===== src/rtl/mc_mips_ctrl_pkg.sv =====
// Shared types and encodings for the multicycle MIPS control FSM.
package mc_pkg;

  typedef enum logic [3:0] {
    S_FETCH  = 4'd0,
    S_DECODE = 4'd1,
    S_MEMADR = 4'd2,
    S_MEMRD  = 4'd3,
    S_MEMWB  = 4'd4,
    S_MEMWR  = 4'd5,
    S_RTEXEC = 4'd6,
    S_ALUWB  = 4'd7,
    S_BRANCH = 4'd8,
    S_IEXEC  = 4'd9,
    S_IWB    = 4'd10,
    S_JUMP   = 4'd11,
    S_JAL    = 4'd12,
    S_JR     = 4'd13,
    S_ERROR  = 4'd14
  } state_t;

  localparam logic [5:0] OP_RTYPE = 6'b000000;
  localparam logic [5:0] OP_LW    = 6'b100011;
  localparam logic [5:0] OP_SW    = 6'b101011;
  localparam logic [5:0] OP_BEQ   = 6'b000100;
  localparam logic [5:0] OP_BNE   = 6'b000101;
  localparam logic [5:0] OP_ADDI  = 6'b001000;
  localparam logic [5:0] OP_ADDIU = 6'b001001;
  localparam logic [5:0] OP_ORI   = 6'b001101;
  localparam logic [5:0] OP_LUI   = 6'b001111;
  localparam logic [5:0] OP_J     = 6'b000010;
  localparam logic [5:0] OP_JAL   = 6'b000011;

  localparam logic [5:0] FN_ADD  = 6'b100000;
  localparam logic [5:0] FN_ADDU = 6'b100001;
  localparam logic [5:0] FN_SUB  = 6'b100010;
  localparam logic [5:0] FN_SUBU = 6'b100011;
  localparam logic [5:0] FN_AND  = 6'b100100;
  localparam logic [5:0] FN_OR   = 6'b100101;
  localparam logic [5:0] FN_SLT  = 6'b101010;
  localparam logic [5:0] FN_SLTU = 6'b101011;
  localparam logic [5:0] FN_JR   = 6'b001000;

  localparam logic [1:0] PCSRC_ALU    = 2'b00;
  localparam logic [1:0] PCSRC_ALUOUT = 2'b01;
  localparam logic [1:0] PCSRC_JTGT   = 2'b10;
  localparam logic [1:0] PCSRC_REG    = 2'b11;

  localparam logic [1:0] SRCB_B     = 2'b00;
  localparam logic [1:0] SRCB_FOUR  = 2'b01;
  localparam logic [1:0] SRCB_IMM   = 2'b10;
  localparam logic [1:0] SRCB_IMMSH = 2'b11;

  localparam logic [1:0] REGDST_RT = 2'b00;
  localparam logic [1:0] REGDST_RD = 2'b01;
  localparam logic [1:0] REGDST_RA = 2'b10;

  localparam logic [1:0] WB_ALUOUT = 2'b00;
  localparam logic [1:0] WB_MDR    = 2'b01;
  localparam logic [1:0] WB_PC     = 2'b10;

  localparam logic [2:0] ALU_ADD = 3'b010;
  localparam logic [2:0] ALU_SUB = 3'b110;
  localparam logic [2:0] ALU_AND = 3'b000;
  localparam logic [2:0] ALU_OR  = 3'b001;
  localparam logic [2:0] ALU_SLT = 3'b111;

  localparam logic [1:0] ERR_NONE    = 2'b00;
  localparam logic [1:0] ERR_ILLEGAL = 2'b01;
  localparam logic [1:0] ERR_TIMEOUT = 2'b10;

  // States that sit on the shared memory port waiting for mem_ready.
  function automatic logic isWaitState(state_t s);
    return (s == S_FETCH) || (s == S_MEMRD) || (s == S_MEMWR);
  endfunction

endpackage


===== src/rtl/mc_mips_ctrl_if.sv =====
// Controller <-> datapath bundle: decoded IR fields and status in, datapath controls out.
interface mc_mips_ctrl_if;
  logic [5:0] op;
  logic [5:0] funct;
  logic       zero;
  logic       mem_ready;

  logic       iord;
  logic       memread;
  logic       memwrite;
  logic       irwrite;
  logic       pcen;
  logic [1:0] pcsrc;
  logic       alusrca;
  logic [1:0] alusrcb;
  logic       signext;
  logic       shiftl16;
  logic [2:0] alucontrol;
  logic       regwrite;
  logic [1:0] regdst;
  logic [1:0] memtoreg;
  logic [1:0] err;

  modport master (
    input  op, funct, zero, mem_ready,
    output iord, memread, memwrite, irwrite, pcen, pcsrc, alusrca, alusrcb,
           signext, shiftl16, alucontrol, regwrite, regdst, memtoreg, err
  );

  modport slave (
    output op, funct, zero, mem_ready,
    input  iord, memread, memwrite, irwrite, pcen, pcsrc, alusrca, alusrcb,
           signext, shiftl16, alucontrol, regwrite, regdst, memtoreg, err
  );
endinterface


===== src/rtl/mc_mips_ctrl_funct_dec.sv =====
// R-type funct decoder: ALU operation, legality and jr detection.
module mc_funct_dec
  import mc_pkg::*;
(
  input  logic [5:0] funct_i,
  output logic [2:0] alucontrol_o,
  output logic       legal_o,
  output logic       isJr_o
);

  // Unsigned variants share the signed ALU op; anything unlisted is illegal.
  always_comb begin
    alucontrol_o = ALU_ADD;
    legal_o      = 1'b1;
    isJr_o       = 1'b0;
    case (funct_i)
      FN_ADD, FN_ADDU: alucontrol_o = ALU_ADD;
      FN_SUB, FN_SUBU: alucontrol_o = ALU_SUB;
      FN_AND:          alucontrol_o = ALU_AND;
      FN_OR:           alucontrol_o = ALU_OR;
      FN_SLT, FN_SLTU: alucontrol_o = ALU_SLT;
      FN_JR:           isJr_o       = 1'b1;
      default:         legal_o      = 1'b0;
    endcase
  end

endmodule


===== src/rtl/mc_mips_ctrl.sv =====
// Multicycle MIPS control FSM with memory-ready handshake and wait timeout.
module mc_mips_ctrl
  import mc_pkg::*;
#(
  parameter int unsigned TIMEOUT = 16
)(
  input  logic          clk,
  input  logic          reset,
  mc_mips_ctrl_if.master bus
);

  localparam int unsigned CNT_W = (TIMEOUT < 2) ? 1 : $clog2(TIMEOUT + 1);

  state_t           state_q, state_d;
  logic [CNT_W-1:0] waitCnt_q, waitCnt_d;
  logic [1:0]       err_q, err_d;

  logic [2:0] rAlu;
  logic       rLegal;
  logic       rIsJr;
  logic       waiting;
  logic       timedOut;
  logic       immSign;
  logic       immLui;
  logic [2:0] immAlu;

  mc_funct_dec uFunctDec (
    .funct_i      (bus.funct),
    .alucontrol_o (rAlu),
    .legal_o      (rLegal),
    .isJr_o       (rIsJr)
  );

  // I-type flavour: ori zero-extends and ORs, lui shifts, addi/addiu sign-extend and add.
  assign immSign = (bus.op == OP_ADDI) || (bus.op == OP_ADDIU);
  assign immLui  = (bus.op == OP_LUI);
  assign immAlu  = (bus.op == OP_ORI) ? ALU_OR : ALU_ADD;

  // A wait cycle that would bring the stall count up to the limit triggers the bus error.
  always_comb begin
    waiting  = isWaitState(state_q) && !bus.mem_ready;
    timedOut = waiting && (TIMEOUT != 0) && ((32'(waitCnt_q) + 32'd1) >= TIMEOUT);
  end

  // Next state, sticky error and Moore outputs; everything is forced low while in reset.
  always_comb begin
    state_d        = state_q;
    err_d          = err_q;
    bus.iord       = 1'b0;
    bus.memread    = 1'b0;
    bus.memwrite   = 1'b0;
    bus.irwrite    = 1'b0;
    bus.pcen       = 1'b0;
    bus.pcsrc      = PCSRC_ALU;
    bus.alusrca    = 1'b0;
    bus.alusrcb    = SRCB_B;
    bus.signext    = 1'b0;
    bus.shiftl16   = 1'b0;
    bus.alucontrol = ALU_ADD;
    bus.regwrite   = 1'b0;
    bus.regdst     = REGDST_RT;
    bus.memtoreg   = WB_ALUOUT;
    bus.err        = err_q;

    case (state_q)
      S_FETCH: begin
        bus.memread = 1'b1;
        bus.alusrcb = SRCB_FOUR;
        if (bus.mem_ready) begin
          bus.irwrite = 1'b1;
          bus.pcen    = 1'b1;
          state_d     = S_DECODE;
        end else if (timedOut) begin
          state_d = S_ERROR;
          err_d   = ERR_TIMEOUT;
        end
      end
      S_DECODE: begin
        bus.alusrcb = SRCB_IMMSH;
        bus.signext = 1'b1;
        case (bus.op)
          OP_LW, OP_SW: state_d = S_MEMADR;
          OP_RTYPE: begin
            if (!rLegal) begin
              state_d = S_ERROR;
              err_d   = ERR_ILLEGAL;
            end else if (rIsJr) begin
              state_d = S_JR;
            end else begin
              state_d = S_RTEXEC;
            end
          end
          OP_BEQ, OP_BNE: state_d = S_BRANCH;
          OP_ADDI, OP_ADDIU, OP_ORI, OP_LUI: state_d = S_IEXEC;
          OP_J:   state_d = S_JUMP;
          OP_JAL: state_d = S_JAL;
          default: begin
            state_d = S_ERROR;
            err_d   = ERR_ILLEGAL;
          end
        endcase
      end
      S_MEMADR: begin
        bus.alusrca = 1'b1;
        bus.alusrcb = SRCB_IMM;
        bus.signext = 1'b1;
        state_d     = (bus.op == OP_SW) ? S_MEMWR : S_MEMRD;
      end
      S_MEMRD: begin
        bus.iord    = 1'b1;
        bus.memread = 1'b1;
        if (bus.mem_ready) begin
          state_d = S_MEMWB;
        end else if (timedOut) begin
          state_d = S_ERROR;
          err_d   = ERR_TIMEOUT;
        end
      end
      S_MEMWB: begin
        bus.regwrite = 1'b1;
        bus.regdst   = REGDST_RT;
        bus.memtoreg = WB_MDR;
        state_d      = S_FETCH;
      end
      S_MEMWR: begin
        bus.iord     = 1'b1;
        bus.memwrite = 1'b1;
        if (bus.mem_ready) begin
          state_d = S_FETCH;
        end else if (timedOut) begin
          state_d = S_ERROR;
          err_d   = ERR_TIMEOUT;
        end
      end
      S_RTEXEC: begin
        bus.alusrca    = 1'b1;
        bus.alusrcb    = SRCB_B;
        bus.alucontrol = rAlu;
        state_d        = S_ALUWB;
      end
      S_ALUWB: begin
        bus.regwrite = 1'b1;
        bus.regdst   = REGDST_RD;
        bus.memtoreg = WB_ALUOUT;
        state_d      = S_FETCH;
      end
      S_BRANCH: begin
        bus.alusrca    = 1'b1;
        bus.alusrcb    = SRCB_B;
        bus.alucontrol = ALU_SUB;
        bus.pcsrc      = PCSRC_ALUOUT;
        bus.pcen       = (bus.op == OP_BNE) ? ~bus.zero : bus.zero;
        state_d        = S_FETCH;
      end
      S_IEXEC: begin
        bus.alusrca    = 1'b1;
        bus.alusrcb    = SRCB_IMM;
        bus.signext    = immSign;
        bus.shiftl16   = immLui;
        bus.alucontrol = immAlu;
        state_d        = S_IWB;
      end
      S_IWB: begin
        bus.regwrite   = 1'b1;
        bus.regdst     = REGDST_RT;
        bus.memtoreg   = WB_ALUOUT;
        bus.signext    = immSign;
        bus.shiftl16   = immLui;
        bus.alucontrol = immAlu;
        state_d        = S_FETCH;
      end
      S_JUMP: begin
        bus.pcen  = 1'b1;
        bus.pcsrc = PCSRC_JTGT;
        state_d   = S_FETCH;
      end
      S_JAL: begin
        bus.pcen     = 1'b1;
        bus.pcsrc    = PCSRC_JTGT;
        bus.regwrite = 1'b1;
        bus.regdst   = REGDST_RA;
        bus.memtoreg = WB_PC;
        state_d      = S_FETCH;
      end
      S_JR: begin
        bus.pcen  = 1'b1;
        bus.pcsrc = PCSRC_REG;
        state_d   = S_FETCH;
      end
      S_ERROR: state_d = S_ERROR;
      default: state_d = S_FETCH;
    endcase

    if (!reset) begin
      bus.iord       = 1'b0;
      bus.memread    = 1'b0;
      bus.memwrite   = 1'b0;
      bus.irwrite    = 1'b0;
      bus.pcen       = 1'b0;
      bus.pcsrc      = 2'b00;
      bus.alusrca    = 1'b0;
      bus.alusrcb    = 2'b00;
      bus.signext    = 1'b0;
      bus.shiftl16   = 1'b0;
      bus.alucontrol = 3'b000;
      bus.regwrite   = 1'b0;
      bus.regdst     = 2'b00;
      bus.memtoreg   = 2'b00;
      bus.err        = 2'b00;
    end
  end

  // Stall counter: restarts on any state change, saturates so a disabled limit never wraps.
  always_comb begin
    waitCnt_d = waitCnt_q;
    if (state_d != state_q) begin
      waitCnt_d = '0;
    end else if (waiting && (waitCnt_q != '1)) begin
      waitCnt_d = waitCnt_q + 1'b1;
    end
  end

  // State, stall count and sticky error registers.
  always_ff @(posedge clk or negedge reset) begin
    if (!reset) begin
      state_q   <= S_FETCH;
      waitCnt_q <= '0;
      err_q     <= ERR_NONE;
    end else begin
      state_q   <= state_d;
      waitCnt_q <= waitCnt_d;
      err_q     <= err_d;
    end
  end

endmodule


===== src/flat_wrapper.sv =====
// flat-port wrapper written by rule: the top's interface ports become plain ports
module mc_mips_ctrl_flat import mc_pkg::*;
#(
  parameter int unsigned TIMEOUT = 16
)
  (clk, reset, bus_op, bus_funct, bus_zero, bus_mem_ready, bus_iord, bus_memread, bus_memwrite, bus_irwrite, bus_pcen, bus_pcsrc, bus_alusrca, bus_alusrcb, bus_signext, bus_shiftl16, bus_alucontrol, bus_regwrite, bus_regdst, bus_memtoreg, bus_err);
  mc_mips_ctrl_if bus_i ();
  input  logic clk;
  input  logic reset;
  input wire logic [$bits(bus_i.op)-1:0] bus_op;
  input wire logic [$bits(bus_i.funct)-1:0] bus_funct;
  input wire logic [$bits(bus_i.zero)-1:0] bus_zero;
  input wire logic [$bits(bus_i.mem_ready)-1:0] bus_mem_ready;
  output wire logic [$bits(bus_i.iord)-1:0] bus_iord;
  output wire logic [$bits(bus_i.memread)-1:0] bus_memread;
  output wire logic [$bits(bus_i.memwrite)-1:0] bus_memwrite;
  output wire logic [$bits(bus_i.irwrite)-1:0] bus_irwrite;
  output wire logic [$bits(bus_i.pcen)-1:0] bus_pcen;
  output wire logic [$bits(bus_i.pcsrc)-1:0] bus_pcsrc;
  output wire logic [$bits(bus_i.alusrca)-1:0] bus_alusrca;
  output wire logic [$bits(bus_i.alusrcb)-1:0] bus_alusrcb;
  output wire logic [$bits(bus_i.signext)-1:0] bus_signext;
  output wire logic [$bits(bus_i.shiftl16)-1:0] bus_shiftl16;
  output wire logic [$bits(bus_i.alucontrol)-1:0] bus_alucontrol;
  output wire logic [$bits(bus_i.regwrite)-1:0] bus_regwrite;
  output wire logic [$bits(bus_i.regdst)-1:0] bus_regdst;
  output wire logic [$bits(bus_i.memtoreg)-1:0] bus_memtoreg;
  output wire logic [$bits(bus_i.err)-1:0] bus_err;
  assign bus_i.op = bus_op;
  assign bus_i.funct = bus_funct;
  assign bus_i.zero = bus_zero;
  assign bus_i.mem_ready = bus_mem_ready;
  assign bus_iord = bus_i.iord;
  assign bus_memread = bus_i.memread;
  assign bus_memwrite = bus_i.memwrite;
  assign bus_irwrite = bus_i.irwrite;
  assign bus_pcen = bus_i.pcen;
  assign bus_pcsrc = bus_i.pcsrc;
  assign bus_alusrca = bus_i.alusrca;
  assign bus_alusrcb = bus_i.alusrcb;
  assign bus_signext = bus_i.signext;
  assign bus_shiftl16 = bus_i.shiftl16;
  assign bus_alucontrol = bus_i.alucontrol;
  assign bus_regwrite = bus_i.regwrite;
  assign bus_regdst = bus_i.regdst;
  assign bus_memtoreg = bus_i.memtoreg;
  assign bus_err = bus_i.err;
  mc_mips_ctrl #(.TIMEOUT(TIMEOUT)) u_core (.clk(clk), .reset(reset), .bus(bus_i));
endmodule

===== config.mk =====
export PLATFORM = sky130hd
export DESIGN_NAME = mc_mips_ctrl_flat
export DESIGN_NICKNAME = d
export VERILOG_FILES = /design/src/rtl/mc_mips_ctrl_pkg.sv /design/src/rtl/mc_mips_ctrl_if.sv /design/src/rtl/mc_mips_ctrl_funct_dec.sv /design/src/rtl/mc_mips_ctrl.sv /design/src/flat_wrapper.sv
export SDC_FILE = /design/constraint.sdc
export NUM_CORES = 1
export LEC_CHECK = 0
export BUFFER_PORTS_ARGS = -buffer_cell sky130_fd_sc_hd__buf_4
export CAP_MARGIN = 20
export CORE_UTILIZATION = 48
export DETAILED_ROUTE_END_ITERATION = 8
export PLACE_DENSITY_LB_ADDON = 0.12
export RECOVER_POWER = 50
export SETUP_SLACK_MARGIN = 0.15
export SKIP_CTS_REPAIR_TIMING = 1
export SYNTH_ARGS = -nofsm -noshare
export SYNTH_HDL_FRONTEND = slang
export SYNTH_HIERARCHICAL = 1
export SYNTH_SLANG_ARGS = --single-unit
export TNS_END_PERCENT = 50

===== constraint.sdc =====
create_clock -name clk -period 2.3 [get_ports clk]
set_clock_uncertainty 0.1 [all_clocks]
set_input_delay 0.46 -clock clk [delete_from_list [all_inputs] [get_ports clk]]
set_output_delay 0.46 -clock clk [all_outputs]
set_load 0.03 [all_outputs]

* After elaboration in Yosys (flattened, before gate mapping) *
Index checks and enable logic that the tools add are counted.

cells by class
  add/subtract/negate cells = 2
  magnitude comparators = 1
  eq/ne operators = 39
  mux-type cells = 51
  bitwise logic cells = 1
  reduce and logical (&&, ||, !) cells = 29

operators with widths
  operator               count
  $eq A6 B6 Y1 const B   10
  $ge A32 B5 Y1 const B  1
  $pmux W4 S8            1
  $eq A6 B4 Y1 const B   5
  $eq A4 B4 Y1 const B   7
  $mux W4                6
  $pmux W4 S6            1
  $mux W1                20
  $reduce_or A2 Y1       10
  $mux W2                9
  $eq A4 B3 Y1 const B   4
  $pmux W2 S2            4
  $eq A6 B2 Y1 const B   2
  $eq A6 B3 Y1 const B   2
  $pmux W2 S3            2
  $pmux W3 S4            1
  $reduce_or A4 Y1       3
  $mux W5                2
  $reduce_or A10 Y1      1
  $pmux W3 S3            1
  $reduce_or A9 Y1       1
  $eq A4 B2 Y1 const B   2
  $add A5 B1 Y6 const B  1
  $logic_not A6 Y1       1
  18 further kinds       26

storage, ports and cells
  bits in registers = 11
  input port bits = 16
  output and inout port bits = 22
  word-level logic and storage cells = 126

* Logic depth before layout (Yosys ltp) *
  depth after elaboration = 10
  gate-level depth with buffers = 8
  mapped depth without buffers = 8

* By module *
Netlist, hierarchy kept.

by module, submodules not included
  module        instances  cells each  area each (sq um)  seq. area each (sq um)
  mc_mips_ctrl  1          186         1345.0             275.3
  mc_funct_dec  1          11          95.1               0.0

* Worst setup path after synthesis *
No wires, ideal clock.

  path type = register -> output
  start = register u_core.state_q[3]
  end = output bus_regdst[1]
  data arrival time = 2.360 ns
  data required time = 1.740 ns
  setup slack = -0.620 ns
  cell stages (with the launch flop) = 6
  buffers on the path = 3
  cell sequence = dfrtp_1 > clkbuf_1 > buf_1 > nand2_1 > nor4_1 > buf_4

on the way
  longest elaborated chain between the ends = 3
  elaborated cells on any way between the ends = 4
  classes of those cells = eq/ne: 2; mux: 2

RTL lines
  element                                              RTL line             RTL
  start, declared                                      mc_mips_ctrl.sv:14   state_t state_q, state_d;
  start signal, assigned                               mc_mips_ctrl.sv:230  state_q <= state_d;
  $eq A4 B4 Y1 / $eq A4 B3 Y1 (equally long branches)  mc_mips_ctrl.sv:65   case (state_q)
  $pmux W2 S2 *                                        mc_mips_ctrl.sv:65
  $mux W2 *                                            mc_mips_ctrl.sv:194  if (!reset) begin
  end, declared                                        flat_wrapper.sv:26   output wire logic [$bits(bus_i.regdst)-1:0] bus_regdst;

Every way passes the cells marked *; elsewhere a longest branch is shown, timed or not.

* Worst setup path after layout *
  start = input bus_op[1]
  end = output bus_alucontrol[0]

on the way
  longest elaborated chain between the ends = 4

RTL lines
  element          RTL line             RTL
  start, declared  flat_wrapper.sv:10   input wire logic [$bits(bus_i.op)-1:0] bus_op;
  $eq A6 B4 Y1     mc_mips_ctrl.sv:37   assign immAlu = (bus.op == OP_ORI) ? ALU_OR : ALU_ADD;
  $mux W2          mc_mips_ctrl.sv:37
  $pmux W3 S3      mc_mips_ctrl.sv:65
  $mux W3          mc_mips_ctrl.sv:194
  end, declared    flat_wrapper.sv:24   output wire logic [$bits(bus_i.alucontrol)-1:0] bus_alucontrol;

Every way passes these cells.

==> impl_metrics.toml <==
[run_status]
outcome = "complete, but fails checks"
violations_in_the_final_reports = "DRC, setup timing"

[yosys]
syn-cell-area_um2 = 1440
synth-async-reset-ratio_pct = 100
synth-edff-count = 0
yosys.cell_count.top_type = "sky130_fd_sc_hd__nor2_1"
yosysWarningCount = 6
synth-seq-cells = 11
post_synth_inst_count = 197
synth_seq_area_share_pct = 19.1
synthesis.nets = 215
synthTopCellsByArea = "sky130_fd_sc_hd__dfrtp_1 (19%), sky130_fd_sc_hd__nor2_1 (6.5%), sky130_fd_sc_hd__nand2_1 (4.7%)"
synth_top_area_share_pct = 19.1
yosys-top-cells-count = "sky130_fd_sc_hd__nor2_1 (25), sky130_fd_sc_hd__nand2_1 (18), sky130_fd_sc_hd__dfrtp_1 (11)"
synth.lib_cells_used.distinct = 58
syn_area_per_cell_um2 = 7.31
postSynth.topFlopCell = "sky130_fd_sc_hd__dfrtp_1"
synth.largest_area_cell = "sky130_fd_sc_hd__dfrtp_1"

[die]
die_h_um = 56.8
core_region_area_um2 = 2810
initial_core_util_pct = 51.3
row_count = 19
top_level_ports = 38
die-width_um = 56.8
floorplan.die_area_um2 = 3220

[setup_path]
crit_path_start_kind = "input port"
cp.required_ns = 1.74
worst-endpoint-arrival_ns = 1.88
crit_path_max_fanout = 2
critical_path.endpoint_type = "primary output"
timing.reg2reg.worst_path_depth = 8
worstSetupPathType = "input port to primary output"

[drt]
routedWlPerCell_um = 15.3
wl_mm = 4.28
dr.pass1.iters = 6
number_of_design_rule_violations_left_by_the_first_detailed_router_iteration = 115
antenna_left = 0
vias_per_cell = 6.05
route.detailed.drc = 10
routed-via-count = 1689

[global_route]
initial_antenna_violation_count = 0
groute.usage.overall_pct = 27.3
grt_start_max_net_pins = 19
number_of_global_route_vias_before_repair = 1493
grt.overflow.total = 0
grt_first_pass_wirelength_mm = 7.18

[clock_network]
path_clk_slew_ns = 0.07
cts_tree = "yes"
htreeDepth = 1
clock_sinks = 11
clockRootBuffer = "sky130_fd_sc_hd__clkbuf_4"
insertion_delay_ns = 0.25
cts_made_buffers = 3
cts.path.max_buffers = 2

[timing]
setup-violations-final = 6
finalCritPeriodShare_pct = 106
timing.max_slew.rel_slack_pct = 72.2
grt_setup_unrepaired = "yes"
fin_hold_ws_ns = 0.223
report.final.hold_viol_count = 0
worst_slew_pin_slew_ns = 0.413
timing.final.ws_setup_ns = -0.138
timing.final.crit_period_ns = 2.44
clock.fmax_mhz = 410
finalSetupTns_ns = -0.317
timing.final.max_slew_violations = 0

[worst_hold_path]
min_path_type = "input port to asynchronous set/reset pin"

[power]
power_density_nw_per_um2 = 895
power.ir.vdd_worst_v = 0.000601
p_leak_uw = 0.000882

[cells_and_area]
final_net_count = 267
final-seq-area_um2 = 279
insertedDiodeCount = 0
multiInputGateArea_um2 = 1250
layout-drive-gt1-share_pct = 38.7
area_growth_syn_to_layout_pct = 45.5
fillers = 226

[placement]
hpwl_mm = 3.16
port-buffer-count = 37
globalplace.congestion = 0.859

[job]
number_of_max_cap_violations = 0
[flip-flops by register name, indices dropped and copies added, names as in the netlist]
register	flops
u_core/waitCnt_q	5
u_core/state_q	4
u_core/err_q	2
[where the power goes]
group	leakage (uW)	internal [uW]	total, uW	switching [uW]
Clock	0.0000150	66.8	123	55.9
Sequential	0.000139	238	300	62.3
Combinational	0.000728	621	1450	832
Total	0.000882	925	1880	950
[cell usage in the layout, fill, tap and decap left out, drive strengths merged, types with 2 or more instances in the layout]
cell and count:
or3 3, o21ai 11, o211a 3, nor4 4, o31ai 2, dfrtp 11, inv 5, o21a 3
nor2 25, buf 58, nor3b 4, clkbuf 6, a21boi 3, nand3 8, mux2i 2, nor3 5
nand2 18, ha 2, a21oi 8, nor2b 5, nand4bb 2, a2bb2oi 2, nand2b 10, nor4b 3
nand4 2, nand3b 2, a31oi 2, and2 3, a211oi 2, and3b 2, o211ai 6, xnor2 5
[metrics by stage]
stage | util [%] | area (um2) | std cells | worst slack [ns] | power, uW
6_report | 74.7 | 2100 | 279 | -0.138 | 1880
3_3_place_gp | 66.8 | 1870 | 271 | -0.197 | 1520
4_1_cts | 67.8 | 1900 | 275 | -0.228 | 1660
3_5_place_dp | 66.8 | 1870 | 271 | -0.227 | 1530
5_1_grt | 74.7 | 2100 | 279 | -0.211 | 2010
2_1_floorplan | - | 1480 | 197 | -0.0941 | 1120
[worst max-delay path, stage by stage]
cell and delay, ns:
sky130_fd_sc_hd__buf_6 0.09, sky130_fd_sc_hd__or3_4 0.39, sky130_fd_sc_hd__buf_4 0.15, sky130_fd_sc_hd__or4b_4 0.49
sky130_fd_sc_hd__a21boi_4 0.15, sky130_fd_sc_hd__buf_6 0.14
[layer usage]
metal / part of all wire (%) / global-route usage, %
met4: 0.19 / 3.14
met3: 5.0 / 2.07
met2: 48 / 42.7
met5: 0 / 0
met1: 47 / 42.2
[worst paths after layout]
check / from / endpoint / slack [ns]
min in group clk: u_core/err_q[0]$_DFFE_PN0P_ / u_core/err_q[0]$_DFFE_PN0P_ / 0.38
max in group asynchronous: reset / u_core/waitCnt_q[4]$_DFFE_PN0P_ / 1.23
setup reg to reg: u_core/waitCnt_q[1]$_DFFE_PN0P_ / u_core/waitCnt_q[3]$_DFFE_PN0P_ / -0.04
hold reg to reg: u_core/err_q[0]$_DFFE_PN0P_ / u_core/err_q[0]$_DFFE_PN0P_ / 0.38
hold / removal: reset / u_core/err_q[0]$_DFFE_PN0P_ / 0.22
setup / recovery: bus_op[1] / bus_alucontrol[0] / -0.14
[logic make-up after synthesis]
group,after synthesis,share of synthesized area (%)
xor+xnor,6,3.65
mux,3,2.17
fa+ha+maj,2,1.74
buf+inv,20,6.34
simple gates,100,39.3
compound gates,55,27.7
flops,11,19.1
[layout make-up]
cell class / count / area share [%]
multi-input cells: 166 / 59.5
flip-flops and latches: 11 / 13.3
inverters: 6 / 1.25
clock buffers: 4 / 1.25
well taps: 31 / 1.85
repair buffers: 61 / 22.9
Note: power is estimated with default switching activity, not from simulation.
